$ cat config.mk
export PLATFORM = sky130hd
export DESIGN_NAME = mult_ctrl_flat
export DESIGN_NICKNAME = d
export VERILOG_FILES = /design/src/rtl/mult_ctrl_pkg.sv /design/src/rtl/mult_ctrl_if.sv /design/src/rtl/mult_ctrl_cnt.sv /design/src/rtl/mult_ctrl.sv /design/src/flat_wrapper.sv
export SDC_FILE = /design/constraint.sdc
export NUM_CORES = 1
export LEC_CHECK = 0
export ABC_AREA = 1
export BUFFER_PORTS_ARGS = -buffer_cell sky130_fd_sc_hd__buf_2
export CORE_AREA = 2 2 39 41
export CTS_CLUSTER_DIAMETER = 100
export DETAILED_ROUTE_END_ITERATION = 10
export DIE_AREA = 0 0 41 43
export GPL_ROUTABILITY_DRIVEN = 0
export GPL_TIMING_DRIVEN = 1
export MAX_ROUTING_LAYER = met4
export PLACE_DENSITY = 0.61
export SYNTH_ARGS = -nofsm -noshare
export SYNTH_HDL_FRONTEND = slang
export SYNTH_SLANG_ARGS = --single-unit
export TNS_END_PERCENT = 20
$ cat constraint.sdc
create_clock -name clk -period 3.1 [get_ports clk]
set_clock_uncertainty 0.15 [all_clocks]
set_input_delay 0.155 -clock clk [delete_from_list [all_inputs] [get_ports clk]]
set_output_delay 0.155 -clock clk [all_outputs]
set_load 0.005 [all_outputs]
$ cat src/rtl/mult_ctrl_pkg.sv
// Shared definitions for the shift-add multiplier controller:
// state encodings, default operand width and counter sizing.
package mult_ctrl_pkg;

    localparam int DEF_WIDTH = 8;

    typedef enum logic [2:0] {
        S_IDLE  = 3'd0,
        S_LOAD  = 3'd1,
        S_ADD   = 3'd2,
        S_SHIFT = 3'd3,
        S_DONE  = 3'd4
    } state_t;

    // Counter must hold the value WIDTH itself, hence WIDTH+1 codes.
    function automatic int cnt_w(input int width);
        return $clog2(width + 1);
    endfunction

endpackage

$ cat src/rtl/mult_ctrl_if.sv
// Handshake and strobe bundle between the multiplier controller and
// the product/multiplier shift-register datapath.
interface mult_ctrl_if;

    logic start;
    logic lsb;
    logic load;
    logic clr;
    logic add;
    logic shift;
    logic busy;
    logic done;

    modport master (
        output start, lsb,
        input  load, clr, add, shift, busy, done
    );

    modport slave (
        input  start, lsb,
        output load, clr, add, shift, busy, done
    );

endinterface

$ cat src/rtl/mult_ctrl_cnt.sv
// Loadable iteration down-counter; flags the final iteration so the
// controller can leave the add/shift loop.
module mult_ctrl_cnt
    import mult_ctrl_pkg::*;
#(
    parameter int WIDTH = DEF_WIDTH
) (
    input  logic clk,
    input  logic rst,
    input  logic load,
    input  logic dec,
    output logic is_one
);

    localparam int CNT_W = cnt_w(WIDTH);
    localparam logic [CNT_W-1:0] CNT_INIT = CNT_W'(WIDTH);
    localparam logic [CNT_W-1:0] CNT_ONE  = CNT_W'(1);

    logic [CNT_W-1:0] cnt;

    always_ff @(posedge clk or posedge rst) begin
        if (rst) begin
            cnt <= '0;
        end else if (load) begin
            cnt <= CNT_INIT;
        end else if (dec && cnt != '0) begin
            cnt <= cnt - CNT_ONE;
        end
    end

    assign is_one = (cnt == CNT_ONE);

endmodule

$ cat src/rtl/mult_ctrl.sv
// Sequencer for a shift-add multiplier: Load/Clr, then WIDTH Add/Shift
// iterations, then a one-cycle Done pulse.
module mult_ctrl
    import mult_ctrl_pkg::*;
#(
    parameter int WIDTH = DEF_WIDTH
) (
    input  logic         clk,
    input  logic         rst,
    mult_ctrl_if.slave   bus
);

    state_t state;
    state_t next_state;
    logic   cnt_one;

    mult_ctrl_cnt #(.WIDTH(WIDTH)) u_cnt (
        .clk    (clk),
        .rst    (rst),
        .load   (state == S_LOAD),
        .dec    (state == S_SHIFT),
        .is_one (cnt_one)
    );

    always_ff @(posedge clk or posedge rst) begin
        if (rst) begin
            state <= S_IDLE;
        end else begin
            state <= next_state;
        end
    end

    // ADD always takes a cycle, even when the multiplier bit is zero,
    // so the latency never depends on the operands.
    always_comb begin
        next_state = state;
        case (state)
            S_IDLE:  if (bus.start) next_state = S_LOAD;
            S_LOAD:  next_state = S_ADD;
            S_ADD:   next_state = S_SHIFT;
            S_SHIFT: next_state = cnt_one ? S_DONE : S_ADD;
            S_DONE:  next_state = S_IDLE;
            default: next_state = S_IDLE;
        endcase
    end

    // Everything is Moore except add, which follows lsb within ADD.
    always_comb begin
        bus.load  = 1'b0;
        bus.clr   = 1'b0;
        bus.add   = 1'b0;
        bus.shift = 1'b0;
        bus.busy  = 1'b0;
        bus.done  = 1'b0;
        case (state)
            S_LOAD: begin
                bus.load = 1'b1;
                bus.clr  = 1'b1;
                bus.busy = 1'b1;
            end
            S_ADD: begin
                bus.add  = bus.lsb;
                bus.busy = 1'b1;
            end
            S_SHIFT: begin
                bus.shift = 1'b1;
                bus.busy  = 1'b1;
            end
            S_DONE:  bus.done = 1'b1;
            default: ;
        endcase
    end

endmodule

$ cat src/flat_wrapper.sv
// flat-port wrapper written by rule: the top's interface ports become plain ports
module mult_ctrl_flat import mult_ctrl_pkg::*;
#(
    parameter int WIDTH = DEF_WIDTH
)
  (clk, rst, bus_start, bus_lsb, bus_load, bus_clr, bus_add, bus_shift, bus_busy, bus_done);
  mult_ctrl_if bus_i ();
  input  logic clk;
  input  logic rst;
  input wire logic [$bits(bus_i.start)-1:0] bus_start;
  input wire logic [$bits(bus_i.lsb)-1:0] bus_lsb;
  output wire logic [$bits(bus_i.load)-1:0] bus_load;
  output wire logic [$bits(bus_i.clr)-1:0] bus_clr;
  output wire logic [$bits(bus_i.add)-1:0] bus_add;
  output wire logic [$bits(bus_i.shift)-1:0] bus_shift;
  output wire logic [$bits(bus_i.busy)-1:0] bus_busy;
  output wire logic [$bits(bus_i.done)-1:0] bus_done;
  assign bus_i.start = bus_start;
  assign bus_i.lsb = bus_lsb;
  assign bus_load = bus_i.load;
  assign bus_clr = bus_i.clr;
  assign bus_add = bus_i.add;
  assign bus_shift = bus_i.shift;
  assign bus_busy = bus_i.busy;
  assign bus_done = bus_i.done;
  mult_ctrl #(.WIDTH(WIDTH)) u_core (.clk(clk), .rst(rst), .bus(bus_i));
endmodule
== Yosys cells after proc, flatten, opt, wreduce, memory -nomap -nowiden ==
Index checks and enable logic that the tools add are counted.
Word-level totals
  flip-flop bits (word level): 7
  output and inout bits: 6
Operators by class
  mux-type cells: 10
  add/subtract/negate cells: 1
  reductions and logical operators: 5
  equality and inequality tests: 6
Operator list (count)
  case mux 3 bit (4 select lines): 1
  two-way mux 4 bit: 2
  equality test 3 x 2 -> 1 bit (second input constant): 2
  two-way mux 3 bit: 2
  two-way mux 1 bit: 5
  equality test 4 x 1 -> 1 bit (second input constant): 1
  nonzero test 4 bit: 1
  subtractor 4 x 1 -> 4 bit (second input constant): 1
  equality test 3 x 1 -> 1 bit (second input constant): 1
  equality test 3 bit (second input constant): 1
  zero test 3 bit: 1
  OR reduction 3 bit: 1
  != test 2 bit (second input constant): 1
  nonzero test 2 bit: 1
  logical AND 1 bit: 1

== Logic depth before layout (Yosys ltp) ==
Gate-level depths: netlist of the first run.
  depth after elaboration: 4
  depth in mapped cells: 7
  gate-level depth less buffers: 7

== Cells and area by module ==
A second synthesis of the first run with hierarchy kept.
Second synthesis, totals
  cell total of the unflattened synthesis: 56
  area, all modules: 442.9 um^2
Modules (own cells, without submodules)
  mult_ctrl_cnt: area each 282.8 um^2, seq. area each 100.1 um^2, times used 1, cells an instance 34
  mult_ctrl: area each 160.2 um^2, seq. area each 75.1 um^2, times used 1, cells an instance 22

== Least setup slack after synthesis of the first run ==
Ideal clock, no wire load.
  path type: flip-flop to flip-flop
  start: reg u_core.u_cnt.cnt[0]
  end: reg u_core.u_cnt.cnt[3]
  cell stages (with the launch flop): 8
  path slack: 1871 ps
  path buffers: 0
  required time: 2833 ps
  arrival time: 962 ps
  path through: dfrtp_1 inv_1 ha_1 nand2_1 nand2_4 nand2_2 nand2_1 nand2_1
Between the ends
  word-level cells in the longest chain between the ends: 3
RTL lines
  from (decl): RTL line mult_ctrl_cnt.sv:19  | logic [CNT_W-1:0] cnt;
  from (signal assigned): RTL line mult_ctrl_cnt.sv:27  | cnt <= cnt - CNT_ONE;
  subtractor 4 x 1 -> 4 bit / nonzero test 4 bit (equally long branches): RTL line mult_ctrl_cnt.sv:27, mult_ctrl_cnt.sv:26
  two-way mux 4 bit / logical AND 1 bit (equally long branches): RTL line mult_ctrl_cnt.sv:26  | end else if (dec && cnt != '0) begin
  two-way mux 4 bit / nonzero test 2 bit (equally long branches)
Several ways; a longest one is shown, not always the timed one. The select of a mux whose other input is x is not followed.
A chain may end at the register's enable or synchronous reset.

== Worst setup path after layout of the first run ==
  start: reg u_core.state[2]
  end: out bus_load
Between the ends
  word-level cells in the longest chain between the ends: 2
RTL lines
  from (decl): RTL line mult_ctrl.sv:13  | state_t state;
  from (signal assigned): RTL line mult_ctrl.sv:29  | state <= next_state;
  equality test 3 x 1 -> 1 bit: RTL line mult_ctrl.sv:55  | case (state)
  two-way mux 1 bit: RTL line mult_ctrl.sv:55
  to (decl): RTL line flat_wrapper.sv:12  | output wire logic [$bits(bus_i.load)-1:0] bus_load;
Every way passes these cells.

==> results of run 1 <==
[flip-flops by register name (all words and copies together), names as in the netlist]
signal            count
u_core.state          3
u_core.u_cnt.cnt      4
[how the worst max path moves through the flow]
stage | end | cells past startpoint | startpoint | slack, ns
finish | bus_load | 4 | u_core.state[2]$_DFFE_PP0P_ | 1.62
global route | bus_add | 4 | u_core.state[2]$_DFFE_PP0P_ | 1.51
CTS | bus_load | 4 | u_core.state[2]$_DFFE_PP0P_ | 1.62
detailed placement | u_core.u_cnt.cnt[3]$_DFFE_PP0P_ | 7 | u_core.u_cnt.cnt[0]$_DFFE_PP0P_ | 1.77
global placement | u_core.u_cnt.cnt[3]$_DFFE_PP0P_ | 7 | u_core.u_cnt.cnt[0]$_DFFE_PP0P_ | 1.80
floorplan | u_core.u_cnt.cnt[3]$_DFFE_PP0P_ | 7 | u_core.u_cnt.cnt[0]$_DFFE_PP0P_ | 1.87
[cell usage in the layout, fill, tap and decap left out, drive strengths merged, types with 2 or more instances in the layout]
cell         Yosys  layout
nand2           12      12
buf              1       9
inv              8       8
dfrtp            7       7
nor2             7       7
nand3            7       7
clkbuf           0       4
o21ai            3       3
nor3             2       2
ha               2       2
dlygate4sd3      0       2
[layout make-up]
type	instances	area, um2
Fill cell	139	865.8
Tap cell	16	20.02
Inverter	8	30.03
Multi-Input combinational cell	35	201.4
Clock buffer	4	26.28
Timing Repair Buffer	11	65.06
Sequential cell	7	175.2
[routing by layer]
metal | share of wire, % | up-vias
met1 | 48 | 149
met4 | 5.6 | 0
li1 | - | 189
met2 | 43 | 8
met5 | 0 | -
met3 | 3.3 | 4
[critical path, delay by kind of cell, from the launching register on]
family | cells | cell delay (ns)
buffers and inverters | 3 | 0.31
DFF | 1 | 0.44
and+or+nand+nor | 1 | 0.17
[report_power, final]
group          internal, mW  total [mW]  switching (mW)
Sequential            0.133       0.181          0.0471
Clock                0.0494      0.0879          0.0384
Combinational         0.117       0.279           0.162
[through the flow]
stage                     cell area, um2  cells  total power, mW
after floorplan                    414.1     51           0.3947
after global placement             471.7     75           0.4480
after detailed placement           471.7     75           0.4612
after CTS                          518.0     81           0.5503
after global routing               518.0     81           0.6038
final                              518.0     81           0.5475
[timing repair]
item / CTS / global route
hold endpoints to repair: 8 / 0
setup buffers: 0 / 0
hold buffers: 2 / 0
endpoints found under the setup margin: 0 / 0
[cells by family after synthesis]
logic type | synth area share [%]
AOI/OAI and AO/OA | 6.346
xor gates and xnor gates | 2.115
adders and majority gates | 6.041
buffers and inverters | 9.064
DFF | 42.30
and+or+nand+nor | 34.14
==> flow_metrics.tcl, run 1 <==
set metrics [dict create \
    drive_gt1_share_pct 29.23 \
    cp-start-kind "flip-flop" \
    fin_crit_ns 1.484 \
    end_kind "primary output" \
    avgSynthCellArea_um2 8.121 \
    ys.flop_type "dfrtp_1" \
    die_y_um 43 \
    r2r_cells 7 \
    crit_arrival_ns 1.18 \
    met3_usage_pct 1.571 \
    grt-busiest-layer "met2" \
    p_per_area_mw_per_mm2 1057 \
    seq_area_frac_synth_pct 42.30 \
    crit_path_top_delay_cell "dfrtp_1" \
    finalSetupViolations 0 \
    critical_path.cell_chain "inv_2 > nand3_2 > inv_1 > buf_2" \
    synth_area_um2 414.1 \
    timing.fmax_mhz 674.0 \
    rrSetupSlack_ns 1.77 \
    cts_num_sinks 7 \
    finalSetupTns_ns 0 \
    status "finished, final reports clean" \
    period_share_pct 47.86 \
    root_buffer "clkbuf_4" \
    detailedRoute.firstPassIterationCount 5 \
    globalRouteOverflowTotal 0 \
    detailed_place_hpwl_um 584.6 \
    grt_use_met1_pct 14.14 \
    globalRouteTotalUtil_pct 12.23 \
    pre_cts_slack_ns 1.774 \
    rr_startpoint "u_core.u_cnt.cnt[0]$_DFFE_PP0P_" \
    worstHoldPathType "in -> async" \
    worstPathMaxFanout 7 \
    grt_max_degree 9 \
    start_util_pct 29.93 \
    coreArea_mm2 0.001384 \
    grt.met2_usage_pct 15.94 \
    cts_resized 0 \
    dieArea_mm2 0.001763 \
    setup_slack_ns 1.616 \
    path_clk_slew_ns 0.06 \
    r2r_end "u_core.u_cnt.cnt[3]$_DFFE_PP0P_" \
    drt-total-wl_um 823 \
    slew_headroom_pct 81.50 \
    cts_tree "yes" \
    synth_edf_count 0 \
    p_leak_nw 0.2804 \
    cp.required_ns 2.79 \
    synth_warnings 0 \
    htree_levels 1 \
    clockBufferDepth 2 \
    antenna_found_initial 0 \
    antenna_cells 0 \
    final-max-slew-violation-count 0 \
    synth_commonest_cells "nand2_1 (9), dfrtp_1 (7), inv_1 (7), nand3_1 (6), nor2_1 (6)" \
    slowest_delay_ns 0.44 \
    ir_drop_v 0.0002825 \
    syn_inst 51 \
    synth.area.top_cells "dfrtp_1 (42%), nand2_1 (8.2%), nand3_1 (7.3%)" \
    vias_per_cell 4.321 \
    hold-worst-slack_ns 0.2195 \
    cts_made_buffers 3 \
    die_w_um 41 \
    clk_latency_ns 0.26 \
    nets 72 \
    drt_iter0_drc 8 \
    syn-num-nets 57 \
    areaGrowthSynthToFinish_pct 25.08 \
    synthArstFlopShare_pct 100.0 \
    num_vias 350 \
    port_buffers 9 \
    core.rowCount 14 \
    drtAntennaViolNets 0 \
    tightest_slew_ns 0.2772 \
    yosys.area.top_type "dfrtp_1" \
    rsz0062_at_grt "false" \
    grt_pass1_vias 339 \
    utilization_pct 37.43 \
    path_class "reg -> out" \
    yosysUniqueCellTypes 17 \
    maxCapViolations 0 \
    wl_per_cell_um 10.16 \
    yosys_register_bits 7 \
    io_pins 10 \
    synth.most_common_cell "nand2_1" \
    grt_first_pass_wirelength_um 1345 \
    route.detailed.drc 0 \
    netlist.area_leader.share_pct 42.30 \
    hold_viol 0 \
]
(Power assumes the default switching activity.)
==> run 2: changes to the inputs <==
- PLACE_DENSITY: 0.61 -> 0.63
- clock period: 3.1 -> 1.3 ns (I/O delays scaled with it)
==> flow_metrics.tcl, run 2 (same netlist as run 1, synthesis figures left out) <==
set metrics [dict create \
    rsz0062_at_grt "true" \
    final-max-slew-violation-count 0 \
    num_vias 383 \
    path_class "reg -> out" \
    areaGrowthSynthToFinish_pct 36.56 \
    nets 76 \
    intPower_mw 0.8003 \
    clk_latency_ns 0.25 \
    die_w_um 41 \
    maxCapViolations 0 \
    cts_num_sinks 7 \
    switchingPower_mw 0.5966 \
    hold_viol 0 \
    worstHoldPathType "in -> async" \
    period_share_pct 99.22 \
    start_util_pct 29.93 \
    globalRouteOverflowTotal 0 \
    p_leak_nw 0.2957 \
    worstPathMaxFanout 4 \
    route.detailed.drc 0 \
    coreArea_mm2 0.001384 \
    clockBufferDepth 2 \
    pwr-share-comb_pct 55.1 \
    io_pins 10 \
    fill_cells 144 \
    seq_area_um2 177.7 \
    slew_headroom_pct 80.09 \
    swShare_pct 42.71 \
    regMostFlops "u_core.u_cnt.cnt" \
    detailedRoute.firstPassIterationCount 4 \
    mostFrequentLayoutCell "buf_2" \
    globalRouteTotalUtil_pct 12.50 \
    ir_drop_v 0.0008524 \
    status "finished, final reports clean" \
    htree_levels 1 \
    antenna_cells 0 \
    largest_reg_flops 4 \
    drive_gt1_share_pct 43.48 \
    timing.fmax_mhz 775.3 \
    end_kind "primary output" \
    pwr-share-clk_pct 14.0 \
    detailed_place_hpwl_um 570.9 \
    tightest_slew_ns 0.2983 \
    path_clk_slew_ns 0.05 \
    post_dp_cell_area_um2 486.7 \
    seqPwrFrac_pct 30.9 \
    drt-total-wl_um 783 \
    wl_per_cell_um 9.212 \
    cp.required_ns 1.09 \
    cts_made_buffers 3 \
    dieArea_mm2 0.001763 \
    final_cell_mix "buf_2 (9), nand2_1 (8), nand3_1 (6)" \
    grt_max_degree 9 \
    p_total_mw 1.397 \
    reg_top3 "u_core.u_cnt.cnt x4, u_core.state x3" \
    port_buffers 9 \
    drt_iter0_drc 5 \
    drtAntennaViolNets 0 \
    hold-worst-slack_ns 0.1511 \
    cp-start-kind "flip-flop" \
    root_buffer "clkbuf_4" \
    vias_per_cell 4.506 \
    finalSetupTns_ns 0 \
    finalSetupViolations 0 \
    utilization_pct 40.87 \
    multiInputGateArea_um2 216.5 \
    core.rowCount 14 \
    grt_pass1_vias 355 \
    cts_tree "yes" \
    fin_crit_ns 1.290 \
    die_y_um 43 \
    fin_area_um2 565.5 \
    crit_arrival_ns 1.07 \
    grt_first_pass_wirelength_um 1366 \
    antenna_found_initial 0 \
    p_per_area_mw_per_mm2 2470 \
]
## run 2: cell types whose count changed in the layout (fill, tap and decap cells not counted), sizes merged
cell,before,now
buf,9,13
## run 2: final timing paths
path,cells past startpoint,slack [ns],from,to
setup / recovery,4,0.01,u_core.state[2]$_DFFE_PP0P_,bus_add
hold / removal,3,0.15,rst,u_core.u_cnt.cnt[1]$_DFFE_PP0P_
setup reg to reg,7,0.08,u_core.u_cnt.cnt[1]$_DFFE_PP0P_,u_core.u_cnt.cnt[3]$_DFFE_PP0P_
hold reg to reg,2,0.41,u_core.u_cnt.cnt[1]$_DFFE_PP0P_,u_core.u_cnt.cnt[1]$_DFFE_PP0P_
max in group asynchronous,3,0.60,rst,u_core.state[0]$_DFFE_PP0P_
min in group clk,4,0.26,bus_lsb,bus_add
## run 2: worst max-delay path: stages, from the launching register on
cell and delay, ns:
dfrtp_2 0.43, nor2_2 0.13, nand2_1 0.08, nor2_1 0.08, buf_2 0.11
## run 2: repair_timing
| action | CTS | global route |
|---|---|---|
| pin swaps | 0 | 2 |
| endpoints found under the hold margin | 8 | 0 |
| setup buffers | 1 | 1 |
| cloned | 0 | 0 |
| hold buffers | 2 | 0 |
| setup endpoints to repair | 3 | 9 |
| resized for setup | 4 | 4 |
## run 2: power by group through the flow
stage                     sequential (mW)  combinational [mW]  clock (mW)
after floorplan                     0.410               0.531           0
after global placement              0.418               0.692           0
after detailed placement            0.421               0.706           0
after CTS                           0.432               0.743       0.208
after global routing                0.443               0.894       0.227
final                               0.431               0.770       0.196
## run 2: metrics by stage
stage,instances,setup slack [ns]
after floorplan,51,0.07146
after global placement,77,0.07252
after detailed placement,77,0.04490
after CTS,84,-0.01829
after global routing,85,-0.1017
final,85,0.01016
## run 2: area by class of cell
cell class	count	share of cell area, %
sequential	7	31.42
tap	16	3.540
timing repair buffer	15	16.81
inverter	8	5.310
clock buffer	4	4.646
multi-input combinational	35	38.27
## run 2: metal layers
metal,track usage [%],vias to the layer above,wire length (um)
met2,16.88,6,402
met5,-,-,0
li1,-,196,-
met1,13.03,179,324
met4,14.00,0,31
met3,3.141,2,24
==> run 3: changes to the inputs <==
- clock period: 1.3 -> 1.17 ns (I/O delays scaled with it)
==> flow_metrics.tcl, run 3 (same netlist as run 1, synthesis figures left out) <==
set metrics [dict create \
    status "finished with violations" \
    violations "negative setup slack" \
    grt_max_degree 9 \
    p_leak_nw 0.3260 \
    finalSetupTns_ns -0.6250 \
    crit_buf_inv 3 \
    multiInputGateArea_um2 234.0 \
    cp-start-kind "flip-flop" \
    path_clk_slew_ns 0.06 \
    areaGrowthSynthToFinish_pct 49.85 \
    critPathLaunch "u_core.state[0]$_DFFE_PP0P_" \
    final_cell_mix "buf_2 (9), buf_4 (9), nand2_1 (8)" \
    cp.required_ns 0.96 \
    final-max-slew-violation-count 0 \
    clk_latency_ns 0.26 \
    port_buffers 9 \
    slowest_delay_ns 0.43 \
    regMostFlops "u_core.u_cnt.cnt" \
    reg_top3 "u_core.u_cnt.cnt x4, u_core.state x3" \
    p_per_area_mw_per_mm2 2887 \
    htree_levels 1 \
    clockBufferDepth 2 \
    worstHoldPathType "in -> async" \
    root_buffer "clkbuf_4" \
    grt_pass1_vias 366 \
    drt_iter0_drc 10 \
    dieArea_mm2 0.001763 \
    num_vias 407 \
    grt_first_pass_wirelength_um 1386 \
    finalSetupViolations 10 \
    grt-busiest-layer "met2" \
    cp_top_family "flip-flops" \
    maxCapViolations 0 \
    path_class "reg -> out" \
    rsz0062_at_grt "true" \
    utilization_pct 44.85 \
    io_pins 10 \
    die_w_um 41 \
    drive_gt1_share_pct 48.65 \
    vias_per_cell 4.522 \
    fin_crit_ns 1.277 \
    crit_arrival_ns 1.07 \
    coreArea_mm2 0.001384 \
    tightest_slew_ns 0.2658 \
    rr_startpoint "u_core.state[0]$_DFFE_PP0P_" \
    seq_area_um2 177.7 \
    drt-total-wl_um 877 \
    antenna_cells 0 \
    fill_cells 137 \
    wl_per_cell_um 9.744 \
    cts_num_sinks 7 \
    start_util_pct 29.93 \
    nets 81 \
    critical_path.cell_chain "buf_4 > nand3_4 > inv_1 > buf_2" \
    period_share_pct 109.2 \
    p_total_mw 1.791 \
    slew_headroom_pct 82.26 \
    grt_use_met1_pct 10.56 \
    cts_made_buffers 3 \
    crit_path_top_delay_cell "dfrtp_2" \
    detailedRoute.firstPassIterationCount 5 \
    drtAntennaViolNets 0 \
    cts_tree "yes" \
    globalRouteTotalUtil_pct 13.59 \
    antenna_found_initial 0 \
    largest_reg_flops 4 \
    detailed_place_hpwl_um 676.4 \
    globalRouteOverflowTotal 0 \
    route.detailed.drc 0 \
    rrSetupSlack_ns -0.06 \
    end_kind "primary output" \
    pre_cts_slack_ns -0.08522 \
    core.rowCount 14 \
    timing.fmax_mhz 782.9 \
    die_y_um 43 \
    met3_usage_pct 3.141 \
    setup_slack_ns -0.1074 \
    grt.met2_usage_pct 20.63 \
    hold-worst-slack_ns 0.1165 \
    ir_drop_v 0.0006121 \
    hold_viol 0 \
    worstPathMaxFanout 5 \
]
## run 3: changes by cell type in the layout (fill, tap and decap cells not counted), sizes merged
cell  delta
buf      +5
## run 3: worst register-to-register path: cells and delay by family (launching register included)
family	cells	cell delay, ns
buffers and inverters	2	0.29
flip-flops	1	0.43
AND/OR/NAND/NOR	4	0.26
## run 3: what timing repair did
action / CTS / global route
endpoints found under the hold margin: 8 / 0
setup endpoints to repair: 10 / 11
setup buffers: 2 / 1
hold buffers: 2 / 0
pin swaps: 6 / 2
resized for setup: 5 / 0
## run 3: report_power, final
group	internal, mW	switching (mW)	leakage (nW)	total [mW]
combinational	0.554	0.550	0.229	1.10
sequential	0.359	0.103	0.0821	0.462
clock	0.131	0.0945	0.0150	0.225
## run 3: layer usage
metal | up-vias | wire (um)
li1 | 206 | -
met1 | 185 | 363
met2 | 12 | 436
met3 | 4 | 39
met4 | 0 | 38
met5 | - | 0
## run 3: final cells by class
type / count / area share, %
inverters: 8 / 4.839
well taps: 16 / 3.226
repair buffers: 20 / 21.37
flip-flops and latches: 7 / 28.63
multi-input cells: 35 / 37.70
clock buffers: 4 / 4.234
## run 3: final timing paths
check,depth (start not counted),endpoint
setup reg to reg,6,u_core.u_cnt.cnt[3]$_DFFE_PP0P_
hold / removal,3,u_core.u_cnt.cnt[1]$_DFFE_PP0P_
setup / recovery,4,bus_clr
min in group clk,4,bus_add
max in group asynchronous,3,u_core.state[2]$_DFFE_PP0P_
hold reg to reg,1,u_core.state[2]$_DFFE_PP0P_
## run 3: through the flow
| step | cells | instance area [um2] |
|---|---|---|
| 3_3_place_gp | 81 | 531.8 |
| 2_1_floorplan | 51 | 429.2 |
| 3_5_place_dp | 81 | 531.8 |
| 4_1_cts | 89 | 613.1 |
| 5_1_grt | 90 | 620.6 |
| 6_report | 90 | 620.6 |
